$ cat src/rtl/uart_rx.sv
// ---------------------------------------------------------------------------
// uart_rx -- 8N1 (optionally 8E1) UART receiver, LSB first.
//
// Recovers bytes from the serial line driven by a matching uart_tx. The line
// is double-flopped. The start bit is re-checked at its centre to reject
// glitches. Every following bit is sampled one full bit period later, which
// keeps each sample at the bit centre. A low stop bit is reported as a
// framing error. The receiver then parks until the line returns high, so a
// held-low line cannot start a new frame.
//
// Build option:
//   UART_RX_PARITY_EN  when defined, an even-parity bit follows the data
//                      bits and the parity_err port is present. When it is
//                      undefined, the frame is plain 8N1.
//
// Parameters:
//   CLKS_PER_BIT  clock cycles per UART bit (must be >= 4)
//
// Ports:
//   clk         system clock, rising edge
//   rst         asynchronous active-low reset
//   rx          serial input, idle high, asynchronous to clk
//   data        last correctly framed byte
//   valid       one-cycle strobe: data has just been updated
//   busy        high while a frame is in progress
//   frame_err   one-cycle strobe: stop bit sampled low
//   parity_err  one-cycle strobe alongside valid on a parity mismatch
//               (only with UART_RX_PARITY_EN)
// ---------------------------------------------------------------------------
module uart_rx #(
    parameter int CLKS_PER_BIT = 16
) (
    input  logic       clk,
    input  logic       rst,
    input  logic       rx,
    output logic [7:0] data,
    output logic       valid,
    output logic       busy,
    output logic       frame_err
`ifdef UART_RX_PARITY_EN
    ,
    output logic       parity_err
`endif
);

    localparam int HALF = CLKS_PER_BIT / 2;
    localparam int CW   = $clog2(CLKS_PER_BIT);
    localparam logic [CW-1:0] CNT_HALF = CW'(HALF - 1);
    localparam logic [CW-1:0] CNT_LAST = CW'(CLKS_PER_BIT - 1);

    typedef enum logic [2:0] {
        S_IDLE,
        S_START,
        S_DATA,
`ifdef UART_RX_PARITY_EN
        S_PARITY,
`endif
        S_STOP,
        S_BREAK
    } state_t;

    // Two-flop synchroniser. Both flops reset to the idle level so that
    // releasing reset cannot look like a start edge.
    logic rx_meta_reg;
    logic rx_s;

    always_ff @(posedge clk or negedge rst) begin
        if (!rst) begin
            rx_meta_reg <= 1'b1;
            rx_s        <= 1'b1;
        end else begin
            rx_meta_reg <= rx;
            rx_s        <= rx_meta_reg;
        end
    end

    state_t          state_reg, state_next;
    logic [CW-1:0]   cnt_reg, cnt_next;
    logic [2:0]      idx_reg, idx_next;
    logic [7:0]      shreg_reg;
    logic [7:0]      data_reg, data_next;
    logic            valid_reg, valid_next;
    logic            ferr_reg, ferr_next;
    logic            busy_reg;
    logic            sample_en;

`ifdef UART_RX_PARITY_EN
    logic            par_reg, par_next;
    logic            perr_reg, perr_next;
`endif

    // Data-bit sample point: the end of a full bit period counted from the
    // previous centre, which is the centre of the current bit.
    assign sample_en = (state_reg == S_DATA) && (cnt_reg == CNT_LAST);

    // Each shift-register bit loads only at its own sample point. The
    // remaining bits hold, so a partial frame never disturbs data.
    for (genvar gi = 0; gi < 8; gi++) begin : g_shreg
        always_ff @(posedge clk or negedge rst) begin
            if (!rst) begin
                shreg_reg[gi] <= 1'b0;
            end else if (sample_en && (idx_reg == 3'(gi))) begin
                shreg_reg[gi] <= rx_s;
            end
        end
    end

    // State register and registered outputs.
    always_ff @(posedge clk or negedge rst) begin
        if (!rst) begin
            state_reg <= S_IDLE;
            cnt_reg   <= '0;
            idx_reg   <= '0;
            data_reg  <= 8'h00;
            valid_reg <= 1'b0;
            ferr_reg  <= 1'b0;
            busy_reg  <= 1'b0;
`ifdef UART_RX_PARITY_EN
            par_reg   <= 1'b0;
            perr_reg  <= 1'b0;
`endif
        end else begin
            state_reg <= state_next;
            cnt_reg   <= cnt_next;
            idx_reg   <= idx_next;
            data_reg  <= data_next;
            valid_reg <= valid_next;
            ferr_reg  <= ferr_next;
            // Registered from the next state so busy lines up with valid.
            busy_reg  <= (state_next != S_IDLE);
`ifdef UART_RX_PARITY_EN
            par_reg   <= par_next;
            perr_reg  <= perr_next;
`endif
        end
    end

    // Next-state logic. The counter free-runs inside a state and is cleared
    // on every transition.
    always_comb begin
        state_next = state_reg;
        cnt_next   = cnt_reg + CW'(1);
        idx_next   = idx_reg;
        data_next  = data_reg;
        valid_next = 1'b0;
        ferr_next  = 1'b0;
`ifdef UART_RX_PARITY_EN
        par_next   = par_reg;
        perr_next  = 1'b0;
`endif

        case (state_reg)
            S_IDLE: begin
                cnt_next = '0;
                if (!rx_s) begin
                    state_next = S_START;
                end
            end

            S_START: begin
                if (cnt_reg == CNT_HALF) begin
                    cnt_next   = '0;
                    idx_next   = '0;
                    // A line that is high again at the start-bit centre was
                    // only a glitch.
                    state_next = rx_s ? S_IDLE : S_DATA;
                end
            end

            S_DATA: begin
                if (cnt_reg == CNT_LAST) begin
                    cnt_next = '0;
                    if (idx_reg == 3'd7) begin
`ifdef UART_RX_PARITY_EN
                        state_next = S_PARITY;
`else
                        state_next = S_STOP;
`endif
                    end else begin
                        idx_next = idx_reg + 3'd1;
                    end
                end
            end

`ifdef UART_RX_PARITY_EN
            S_PARITY: begin
                if (cnt_reg == CNT_LAST) begin
                    cnt_next   = '0;
                    par_next   = rx_s;
                    state_next = S_STOP;
                end
            end
`endif

            S_STOP: begin
                if (cnt_reg == CNT_LAST) begin
                    cnt_next = '0;
                    if (rx_s) begin
                        data_next  = shreg_reg;
                        valid_next = 1'b1;
`ifdef UART_RX_PARITY_EN
                        // Even parity: all nine bits must XOR to zero.
                        perr_next  = (^shreg_reg) ^ par_reg;
`endif
                        // Returning to IDLE at the stop centre lets a start
                        // edge in the second half of the stop bit be caught.
                        state_next = S_IDLE;
                    end else begin
                        ferr_next  = 1'b1;
                        state_next = S_BREAK;
                    end
                end
            end

            S_BREAK: begin
                cnt_next = '0;
                if (rx_s) begin
                    state_next = S_IDLE;
                end
            end

            default: begin
                cnt_next   = '0;
                state_next = S_IDLE;
            end
        endcase
    end

    assign data       = data_reg;
    assign valid      = valid_reg;
    assign busy       = busy_reg;
    assign frame_err  = ferr_reg;
`ifdef UART_RX_PARITY_EN
    assign parity_err = perr_reg;
`endif

endmodule

$ cat config.mk
export PLATFORM = sky130hd
export DESIGN_NAME = uart_rx
export DESIGN_NICKNAME = d
export VERILOG_FILES = /design/src/rtl/uart_rx.sv
export SDC_FILE = /design/constraint.sdc
export NUM_CORES = 1
export LEC_CHECK = 0
export CAP_MARGIN = 20
export CORE_AREA = 2 2 64 66
export CTS_CLUSTER_SIZE = 14
export DETAILED_ROUTE_END_ITERATION = 6
export DIE_AREA = 0 0 66 68
export PLACE_DENSITY = 0.6
export SYNTH_ARGS = -nofsm -noshare
export SYNTH_HDL_FRONTEND = slang
export SYNTH_SLANG_ARGS = --single-unit
$ cat constraint.sdc
create_clock -name clk -period 1.9 [get_ports clk]
set_input_delay 0.285 -clock clk [delete_from_list [all_inputs] [get_ports clk]]
set_output_delay 0.285 -clock clk [all_outputs]
set_load 0.01 [all_outputs]
After elaboration in Yosys (flattened, before gate mapping). Cells that the tools add are included.

Register bits: 31. Word-level logic and storage cells: 73.

Add/subtract/negate cells: 2. Eq/ne operators: 16. Muxes and demuxes: 22. Reduce and logical (&&, ||, !) cells: 16.

Operator list (number): $mux 3 (10); $eq 3x3->1 const B (5); $pmux 3 s5 (1); $eq 3x2->1 const B (4); $logic_and 1x1->1 (9); $mux 4 (2); $pmux 4 s2 (1); $eq 3x1->1 const B (2); $logic_not 3->1 (2); $mux 1 (6); $pmux 3 s2 (1); $add 4x1->4 const B (1); $eq 4x3->1 const B (1); $eq 4x4->1 const B (1); $ne 2x2->1 const B (2); $reduce_and 4->1 (1); $add 3x1->3 const B (1); $reduce_and 3->1 (1); $reduce_bool 3->1 (1); $mux 2 (1); $ne 2x1->1 const B (1); $reduce_bool 2->1 (1); $reduce_or 2->1 (1).

Depth between registers and ports, before layout. Gate-level depths: netlist of the first run.

Depth after elaboration: 5. Mapped depth: 5.

Least setup slack after synthesis of the first run. Ideal clock, no wire load.

Path kind: register to register. Start: register cnt_reg[0]. End: register data_reg[0] (netlist: data[0]). Library setup time: 0.125 ns. Data arrival time: 1.559 ns. Data required time: 1.775 ns. Setup slack: 0.216 ns. Cell stages (with the launch flop): 6. Period minus slack after synthesis: 1.684 ns. Cell sequence: dfrtp_1 ha_1 nand2_2 or3_4 nor2_8 mux2_4.

Longest elaborated chain between the ends: 2.

RTL lines: start, declared (RTL line 78) `logic [CW-1:0] cnt_reg, cnt_next;`; start signal, assigned (RTL line 124) `cnt_reg <= cnt_next;`; $eq 4x4->1 (RTL line 196) `if (cnt_reg == CNT_LAST) begin`; $reduce_and 3->1 (no line); end signal, assigned (RTL line 126) `data_reg <= data_next;`; end, declared (RTL line 81) `logic [7:0] data_reg, data_next;`.

Every way passes these cells. A chain may end at the register's enable or synchronous reset.

Worst setup path after layout of the first run.
Start: register cnt_reg[0]. End: register data_reg[6] (netlist: data[6]).

Same word-level chain as after synthesis.

==> summary.txt, run 1 <==
outcome - complete, no violations
I/O Pins - 14
Setup-failing EPs final - 0
TritonCTS clock tree - built
Tot GR Track Use - 0.125
CP Cell Sequence - ha_1 > nand2_2 > or3_4 > nor2_8 > mux2_4
worst slew pin tran - 0.374 ns
hold_buf cts - 0
Netlist cell types - 28
critical path's largest stage delay - 0.42 ns
clock-pin slew of the registers on the worst-case setup and hold paths - 0.06 ns
standard-cell rows - 23
DR DRC count - 0
grt total ovfl - 0
Slew headroom - 0.750
crit-path leading delay family - simple AND/OR/NAND/NOR gates
core area - 3860 µm²
Tot Pwr - 1660 µW
post-synthesis mux area share - 0.169
Die X - 66 µm
Post-Syn Area - 1440 µm²
Area growth, synth to finish - 18.9%
largest area contributor in the netlist - dfrtp_1
DRT Pass-1 Iters - 4
Synth Area in XOR/XNOR - 0.0122
unrepaired setup endpoints after global routing - false
Critical path buffers and inverters - 0
fin nets - 147
Simple-Gate Fraction of Synth Area - 0.139
H-tree Lvls - 2
Avg Cell Area, Syn - 12.2 µm²
Clock Latency Late Sink - 0.27 ns
count of state elements after synthesis - 31
CP Class - register to register
Worst Setup End Kind - register
clk sinks - 31
skew final - 0.00394 ns
CTS buffer count - 5
height of the die - 68 µm
Worst EP arrival - 1.94 ns
dpl hpwl - 1.64 mm
startpoint type of the worst setup path - register
sequential-to-total area share from yosys stat - 0.540
fin util - 0.444
Initial Util - 0.373
gpl congestion - 0.812
leakage - 0.000796 µW
Post-CTS Setup Inserts - 0
die area - 4490 µm²
first-pass GRT wire length - 4.12 mm
via/cell ratio - 4.81
drt wl/cell - 11.9 µm
worst-path fanout max - 9
Root Driver - clkbuf_8
Synth area leaders - dfrtp_1 50%, mux2_4 8.3%, mux2_2 7.8%
Synth Net Count - 128
IO buf count - 13
Max VDD drop - 0.529 mV
Routed Antenna Nets - 0
Yosys top cell area share - 0.504
Tmin final - 1.78 ns
share of layout cells above drive strength 1 - 0.239
fmax - 560 MHz
Hold Path Class - register to register
number of global-route vias before repair - 926
max-cap violations - 0
initial antenna violation count - 0
Post-synth EDFFs - 0
vias - 904
post-CTS resize count - 0
Slew Limit Fails - 0
Crit-path slowest cell - or3_4
Post-synth ARST share - 1.00
Final Hold Vio Count - 0
Pwr Density - 972 nW/µm²
Critical Path RT - 2.06 ns
final period utilization - 0.939
Synth Flop Type - dfrtp_1
Synth Area in Adders - 0.0608
Antenna Diode Count - 0
largest family of logic cells by synthesized area - multiplexers
Setup TNS - 0 ns
Post-Route WL - 2.24 mm
largest net degree at the start of global routing - 32
DRT iter0 DRCs - 91
Hold Slack - 0.355 ns
compound-cell area share of the yosys netlist - 0.0495
yosys warns - 0
cells after synthesis - 118
deepest clock path buffer count - 2
[layer usage]
layer  part of all wire  GRT usage  up-vias
met5                  0          0        -
met4              0.018     0.0510        0
met1               0.46      0.135      435
met2               0.46      0.215       23
li1                   -          -      439
met3              0.059     0.0559        7
[layout by cell type, fill, tap and decap left out, types with 2 or more instances in the layout]
cell type,instances
mux2_4,8
ha_1,7
nor2_1,11
inv_1,7
mux2_2,10
o21ai_0,4
a21oi_1,4
nor3_1,6
nand3_1,6
xnor2_1,2
a211o_1,2
clkdlybuf4s50_1,13
nand2_1,6
clkbuf_1,2
buf_4,2
clkbuf_8,5
dfstp_2,2
dfrtp_1,29
[synth_stat cells, types with 2 or more instances]
library cell,n
a211o_1,2
a21oi_1,4
dfrtp_1,29
dfstp_2,2
ha_1,7
inv_1,7
mux2_2,10
mux2_4,8
nand2_1,6
nand3_1,6
nor2_1,11
nor3_1,6
o21ai_0,4
xnor2_1,2
[worst reg2reg max path, stage by stage (launching register included)]
cell     delay, ns
dfrtp_1       0.37
ha_1          0.23
nand2_2       0.12
or3_4         0.42
nor2_8        0.21
mux2_4        0.32
[final timing paths]
| check | startpoint | end | slack [ns] | depth (start not counted) |
|---|---|---|---|---|
| max | cnt_reg[0] | data[6] | 0.12 | 5 |
| min | rx_meta_reg | rx_s | 0.36 | 0 |
| max reg2reg | cnt_reg[0] | data[6] | 0.12 | 5 |
| min reg2reg | rx_meta_reg | rx_s | 0.36 | 0 |
| max in group asynchronous | rst | rx_meta_reg | 1.18 | 2 |
| min in group asynchronous | rst | data[7] | 0.40 | 2 |
[report_power, final]
part | total, µW | internal, µW | switching, µW
registers | 844 | 745 | 99.1
logic | 344 | 157 | 187
clock network | 476 | 256 | 220
[stage by stage]
stage	instance area [µm²]	setup slack [ns]	cells
6_report	1710	0.115	188
5_1_grt	1710	0.0262	188
4_1_cts	1710	0.104	188
3_5_place_dp	1630	0.115	180
3_3_place_gp	1630	0.156	180
2_1_floorplan	1440	0.216	118
[cells by family (layout without fill, tap and decap cells)]
family / count (synthesis) / after routing
buffers and inverters: 10 / 30
flip-flops: 31 / 31
multiplexers: 19 / 19
adder cells (fa/ha/maj): 7 / 7
AND/OR/NAND/NOR: 37 / 37
AO/OA/AOI/OAI: 12 / 12
XOR/XNOR: 2 / 2
[final cells by class]
cell class / count / area, µm²
clock buffer: 7 / 76.3
fill: 373 / 2140
multi-input combinational: 77 / 619
sequential: 31 / 778
tap: 50 / 62.6
timing repair buffer: 15 / 145
clock inverter: 1 / 5.00
inverter: 7 / 26.3
No activity file was read; power rests on OpenSTA's default activity.
==> run 2: changes to the inputs <==
--- a/config.mk
+++ b/config.mk
@@ -6,11 +6,11 @@
 export NUM_CORES = 1
 export LEC_CHECK = 0
 export CAP_MARGIN = 20
-export CORE_AREA = 2 2 64 66
+export CORE_AREA = 2 2 62 53
 export CTS_CLUSTER_SIZE = 14
 export DETAILED_ROUTE_END_ITERATION = 6
-export DIE_AREA = 0 0 66 68
-export PLACE_DENSITY = 0.6
+export DIE_AREA = 0 0 64 55
+export PLACE_DENSITY = 0.74
 export SYNTH_ARGS = -nofsm -noshare
 export SYNTH_HDL_FRONTEND = slang
 export SYNTH_SLANG_ARGS = --single-unit
==> run 2 against run 1 <==
Against the previous run: highest routed layer unchanged; critical path type unchanged; largest cell class unchanged; largest power group unchanged; sequential power is essentially flat; combinational power is 9.6% higher; clock skew increased by 0.0038 ns; critical path depth did not move; clock power up 10%.
==> summary.txt, run 2 (synthesis gave the netlist of run 1 again) <==
leakage - 0.000802 µW
grt total ovfl - 0
fin worst setup slack - 0.0982 ns
post-CTS resize count - 0
DRT iter0 DRCs - 46
clock-pin slew of the registers on the worst-case setup and hold paths - 0.09 ns
fin util - 0.587
fin nets - 147
number of global-route vias before repair - 908
Routed Antenna Nets - 0
Critical Path RT - 2.11 ns
Root Driver - clkbuf_4
Clock Latency Late Sink - 0.32 ns
Crit-path slowest cell - or3_4
Die X - 64 µm
H-tree Lvls - 2
hold_buf cts - 0
Post-CTS Setup Inserts - 0
clk sinks - 31
height of the die - 55 µm
initial antenna violation count - 0
CP Cell Sequence - ha_1 > nand2_2 > or3_4 > nor2_8 > mux2_4
most frequent cells in the layout - 29 x dfrtp_1, 13 x clkdlybuf4s50_1, 11 x nor2_1
Setup-failing EPs final - 0
commonest non-fill, non-tap cell in the layout - dfrtp_1
Tmin final - 1.80 ns
Final Hold Vio Count - 0
outcome - complete, no violations
DRT Pass-1 Iters - 5
Slew headroom - 0.749
I/O Pins - 14
reg2reg setup slack - 0.1 ns
deepest clock path buffer count - 2
Setup TNS - 0 ns
Area growth, synth to finish - 18.4%
unrepaired setup endpoints after global routing - false
DR DRC count - 0
CTS buffer count - 5
fill count - 230
Worst Setup End Kind - register
die area - 3520 µm²
startpoint type of the worst setup path - register
IO buf count - 13
Tot GR Track Use - 0.161
share of layout cells above drive strength 1 - 0.254
vias - 916
first-pass GRT wire length - 4.06 mm
max-cap violations - 0
Post-Route WL - 2.42 mm
Initial Util - 0.496
standard-cell rows - 18
gpl congestion - 0.832
Hold Path Class - input pin to async pin
Antenna Diode Count - 0
critical path's largest stage delay - 0.43 ns
largest net degree at the start of global routing - 32
Slew Limit Fails - 0
CP Class - register to register
TritonCTS clock tree - built
skew final - 0.00776 ns
worst slew pin tran - 0.377 ns
dpl hpwl - 1.74 mm
Placed Cells - 170
core area - 2910 µm²
worst-path fanout max - 9
via/cell ratio - 5.15
Placement Setup Slack - 0.114 ns
Worst EP arrival - 2.01 ns
Pwr Density - 1020 nW/µm²
final period utilization - 0.948
fmax - 555 MHz
drt wl/cell - 13.6 µm
Finished Layout Cells - 178
Max VDD drop - 0.640 mV
run 2: final cells by class:
class	count	area, µm²	area share
Timing Repair Buffer	15	145	0.0851
Clock buffer	6	51.3	0.0301
Sequential cell	31	778	0.456
Clock inverter	2	35.0	0.0205
Tap cell	40	50.0	0.0293
Multi-Input combinational cell	77	619	0.363
Inverter	7	26.3	0.0154
run 2: critical path: cells and delay by family, from the launching register on:
| kind | cells | cell delay (ns) |
|---|---|---|
| simple gates | 3 | 0.75 |
| flops | 1 | 0.38 |
| mux | 1 | 0.33 |
| fa+ha+maj | 1 | 0.22 |
run 2: report_power, final:
group	leakage (µW)	internal (µW)	switching (µW)
sequential	0.000408	744	97.9
combinational	0.000346	170	207
clock	0.0000482	311	214
total	0.000802	1220	519
run 2: stage by stage:
step | power (µW) | hold WS (ns) | cell area [µm²]
2_1_floorplan | 1120 | -0.0106 | 1440
3_3_place_gp | 1200 | 0.347 | 1620
3_5_place_dp | 1220 | 0.351 | 1620
4_1_cts | 1760 | 0.337 | 1710
5_1_grt | 1850 | 0.338 | 1710
6_report | 1740 | 0.330 | 1710
run 2: per-layer routing:
layer | track usage | vias to the layer above | wire length (µm)
met2 | 0.269 | 31 | 1160
met5 | 0 | - | 0
met1 | 0.187 | 434 | 1090
met4 | 0.0797 | 0 | 54
li1 | - | 443 | -
met3 | 0.0628 | 8 | 115
run 2: worst paths after layout:
check / start / endpoint / depth (start not counted)
worst max-delay path: cnt_reg[0] / data[7] / 5
worst min-delay path: rst / state_reg[1] / 2
worst max register to register: cnt_reg[0] / data[7] / 5
worst min register to register: rx_meta_reg / rx_s / 0
max in group asynchronous: rst / rx_s / 2
min in group clk: rx / rx_meta_reg / 1
==> run 3: changes to the inputs <==
--- a/config.mk
+++ b/config.mk
@@ -6,11 +6,11 @@
 export NUM_CORES = 1
 export LEC_CHECK = 0
 export CAP_MARGIN = 20
-export CORE_AREA = 2 2 62 53
+export CORE_AREA = 2 2 75 63
 export CTS_CLUSTER_SIZE = 14
 export DETAILED_ROUTE_END_ITERATION = 6
-export DIE_AREA = 0 0 64 55
-export PLACE_DENSITY = 0.74
+export DIE_AREA = 0 0 77 65
+export PLACE_DENSITY = 0.55
 export SYNTH_ARGS = -nofsm -noshare
 export SYNTH_HDL_FRONTEND = slang
 export SYNTH_SLANG_ARGS = --single-unit
==> run 3 against run 2 <==
Against the previous run: via count fell by 3.7%; critical path depth did not move; die area rose by 42%; register-to-register slack improved by 0.03 ns; sequential share of layout area fell by 1.4 points; sequential cell count did not move; wire length fell by 5.0%; global-route usage fell by 5.3 points; first-iteration DRC count fell by 46%; final cell count rose by 12%; clock power rose by 7.8%; critical path type unchanged; largest power group unchanged.
==> summary.txt, run 3 (synthesis gave the netlist of run 1 again) <==
number of global-route vias before repair - 899
DRT Pass-1 Iters - 4
Worst Setup End Kind - register
Critical Path RT - 2.05 ns
hold_buf cts - 0
top sig layer - met4
fmax - 565 MHz
switch share - 0.298
Setup-failing EPs final - 0
DRT iter0 DRCs - 25
CP Class - register to register
reg2reg setup slack - 0.13 ns
Hold Slack - 0.356 ns
clock-pin slew of the registers on the worst-case setup and hold paths - 0.07 ns
core area - 4350 µm²
Area growth, synth to finish - 22.1%
switching pwr - 530 µW
Hold Path Class - register to register
dpl hpwl - 1.68 mm
Max VDD drop - 0.328 mV
fin nets - 148
Setup TNS - 0 ns
Multi-input gate area - 622 µm²
register area - 778 µm²
gpl congestion - 0.782
worst slew pin tran - 0.383 ns
deepest clock path buffer count - 2
Initial Util - 0.331
first-pass GRT wire length - 4.17 mm
fill count - 431
Clock Latency Late Sink - 0.27 ns
largest net degree at the start of global routing - 32
Hold Crit Start - rx_meta_reg
Worst R2R End - data[7]
Routed Antenna Nets - 0
share of layout cells above drive strength 1 - 0.266
die area - 5010 µm²
standard-cell rows - 22
drt wl/cell - 11.5 µm
initial antenna violation count - 0
I/O Pins - 14
IO buf count - 13
sequential share of power - 0.469
Reg2Reg Launch Point - cnt_reg[0]
Pwr Density - 1010 nW/µm²
outcome - complete, no violations
Pint - 1250 µW
TritonCTS clock tree - built
height of the die - 65 µm
Slew Limit Fails - 0
Tot Pwr - 1780 µW
hold path endpoint - rx_s
worst-path fanout max - 9
CTS buffer count - 5
Slew headroom - 0.744
max-cap violations - 0
Post-Route WL - 2.30 mm
Critical Path Source - cnt_reg[0]
met3 wire len - 83 µm
H-tree Lvls - 2
startpoint type of the worst setup path - register
DR DRC count - 0
Worst EP arrival - 1.92 ns
Die X - 77 µm
Tmin final - 1.77 ns
M1 wire length - 1.17 mm
grt total ovfl - 0
clock share of power - 0.318
hold depth - 0
vias - 882
skew final - 0.00788 ns
Comb power frac - 0.213
via/cell ratio - 4.43
WL met2 - 1.03 mm
clk sinks - 31
unrepaired setup endpoints after global routing - false
Final Hold Vio Count - 0
leakage - 0.000808 µW
Root Driver - clkbuf_8
most frequent cells in the layout - 29 x dfrtp_1, 13 x clkdlybuf4s50_1, 11 x nor2_1
Tot GR Track Use - 0.108
Antenna Diode Count - 0
commonest non-fill, non-tap cell in the layout - dfrtp_1
worst r2r path cells - 5
final period utilization - 0.931
-- run 3: repair_timing --
| item | 4_1_cts | 5_1_grt |
|---|---|---|
| endpoints found under the setup margin | 0 | 6 |
| resized for setup | 0 | 1 |
| setup buffers | 0 | 1 |
-- run 3: final cells by class --
class | instances | area share
flip-flops and latches | 31 | 0.443
repair buffers | 16 | 0.0868
clock inverters | 1 | 0.00427
clock buffers | 7 | 0.0548
well taps | 60 | 0.0427
multi-input cells | 77 | 0.354
inverters | 7 | 0.0149
-- run 3: power by group through the flow --
| stage | Sequential [µW] | Clock (µW) | Combinational [µW] |
|---|---|---|---|
| floorplan | 818 | 0 | 298 |
| global placement | 840 | 0 | 368 |
| detailed placement | 845 | 0 | 377 |
| CTS | 834 | 586 | 378 |
| global route | 852 | 623 | 434 |
| finish | 835 | 566 | 378 |
-- run 3: worst max path at each step --
| stage | end | cells past startpoint |
|---|---|---|
| after floorplan | data[0] | 5 |
| after global placement | data[5] | 5 |
| after detailed placement | data[5] | 5 |
| after CTS | data[7] | 5 |
| after global routing | data[7] | 5 |
| final | data[7] | 5 |
-- run 3: per-layer routing --
metal | vias up | global-route usage
li1 | 439 | -
met2 | 21 | 0.158
met1 | 420 | 0.142
met5 | - | 0
met4 | 0 | 0.0536
met3 | 2 | 0.0390
-- run 3: critical path: stages (launching register included) --
cell and delay [ns]:
dfrtp_1 0.37, ha_2 0.22, nand2_2 0.10, or3_4 0.43
nor2_8 0.21, mux2_4 0.32
-- run 3: stage by stage --
stage | std cells | worst slack, ns | util | cell area [µm²]
after floorplan | 118 | 0.216 | - | 1440
after global placement | 190 | 0.160 | 0.378 | 1640
after detailed placement | 190 | 0.116 | 0.378 | 1640
after CTS | 198 | 0.0992 | 0.402 | 1750
after global routing | 199 | 0.0377 | 0.404 | 1760
final | 199 | 0.131 | 0.404 | 1760
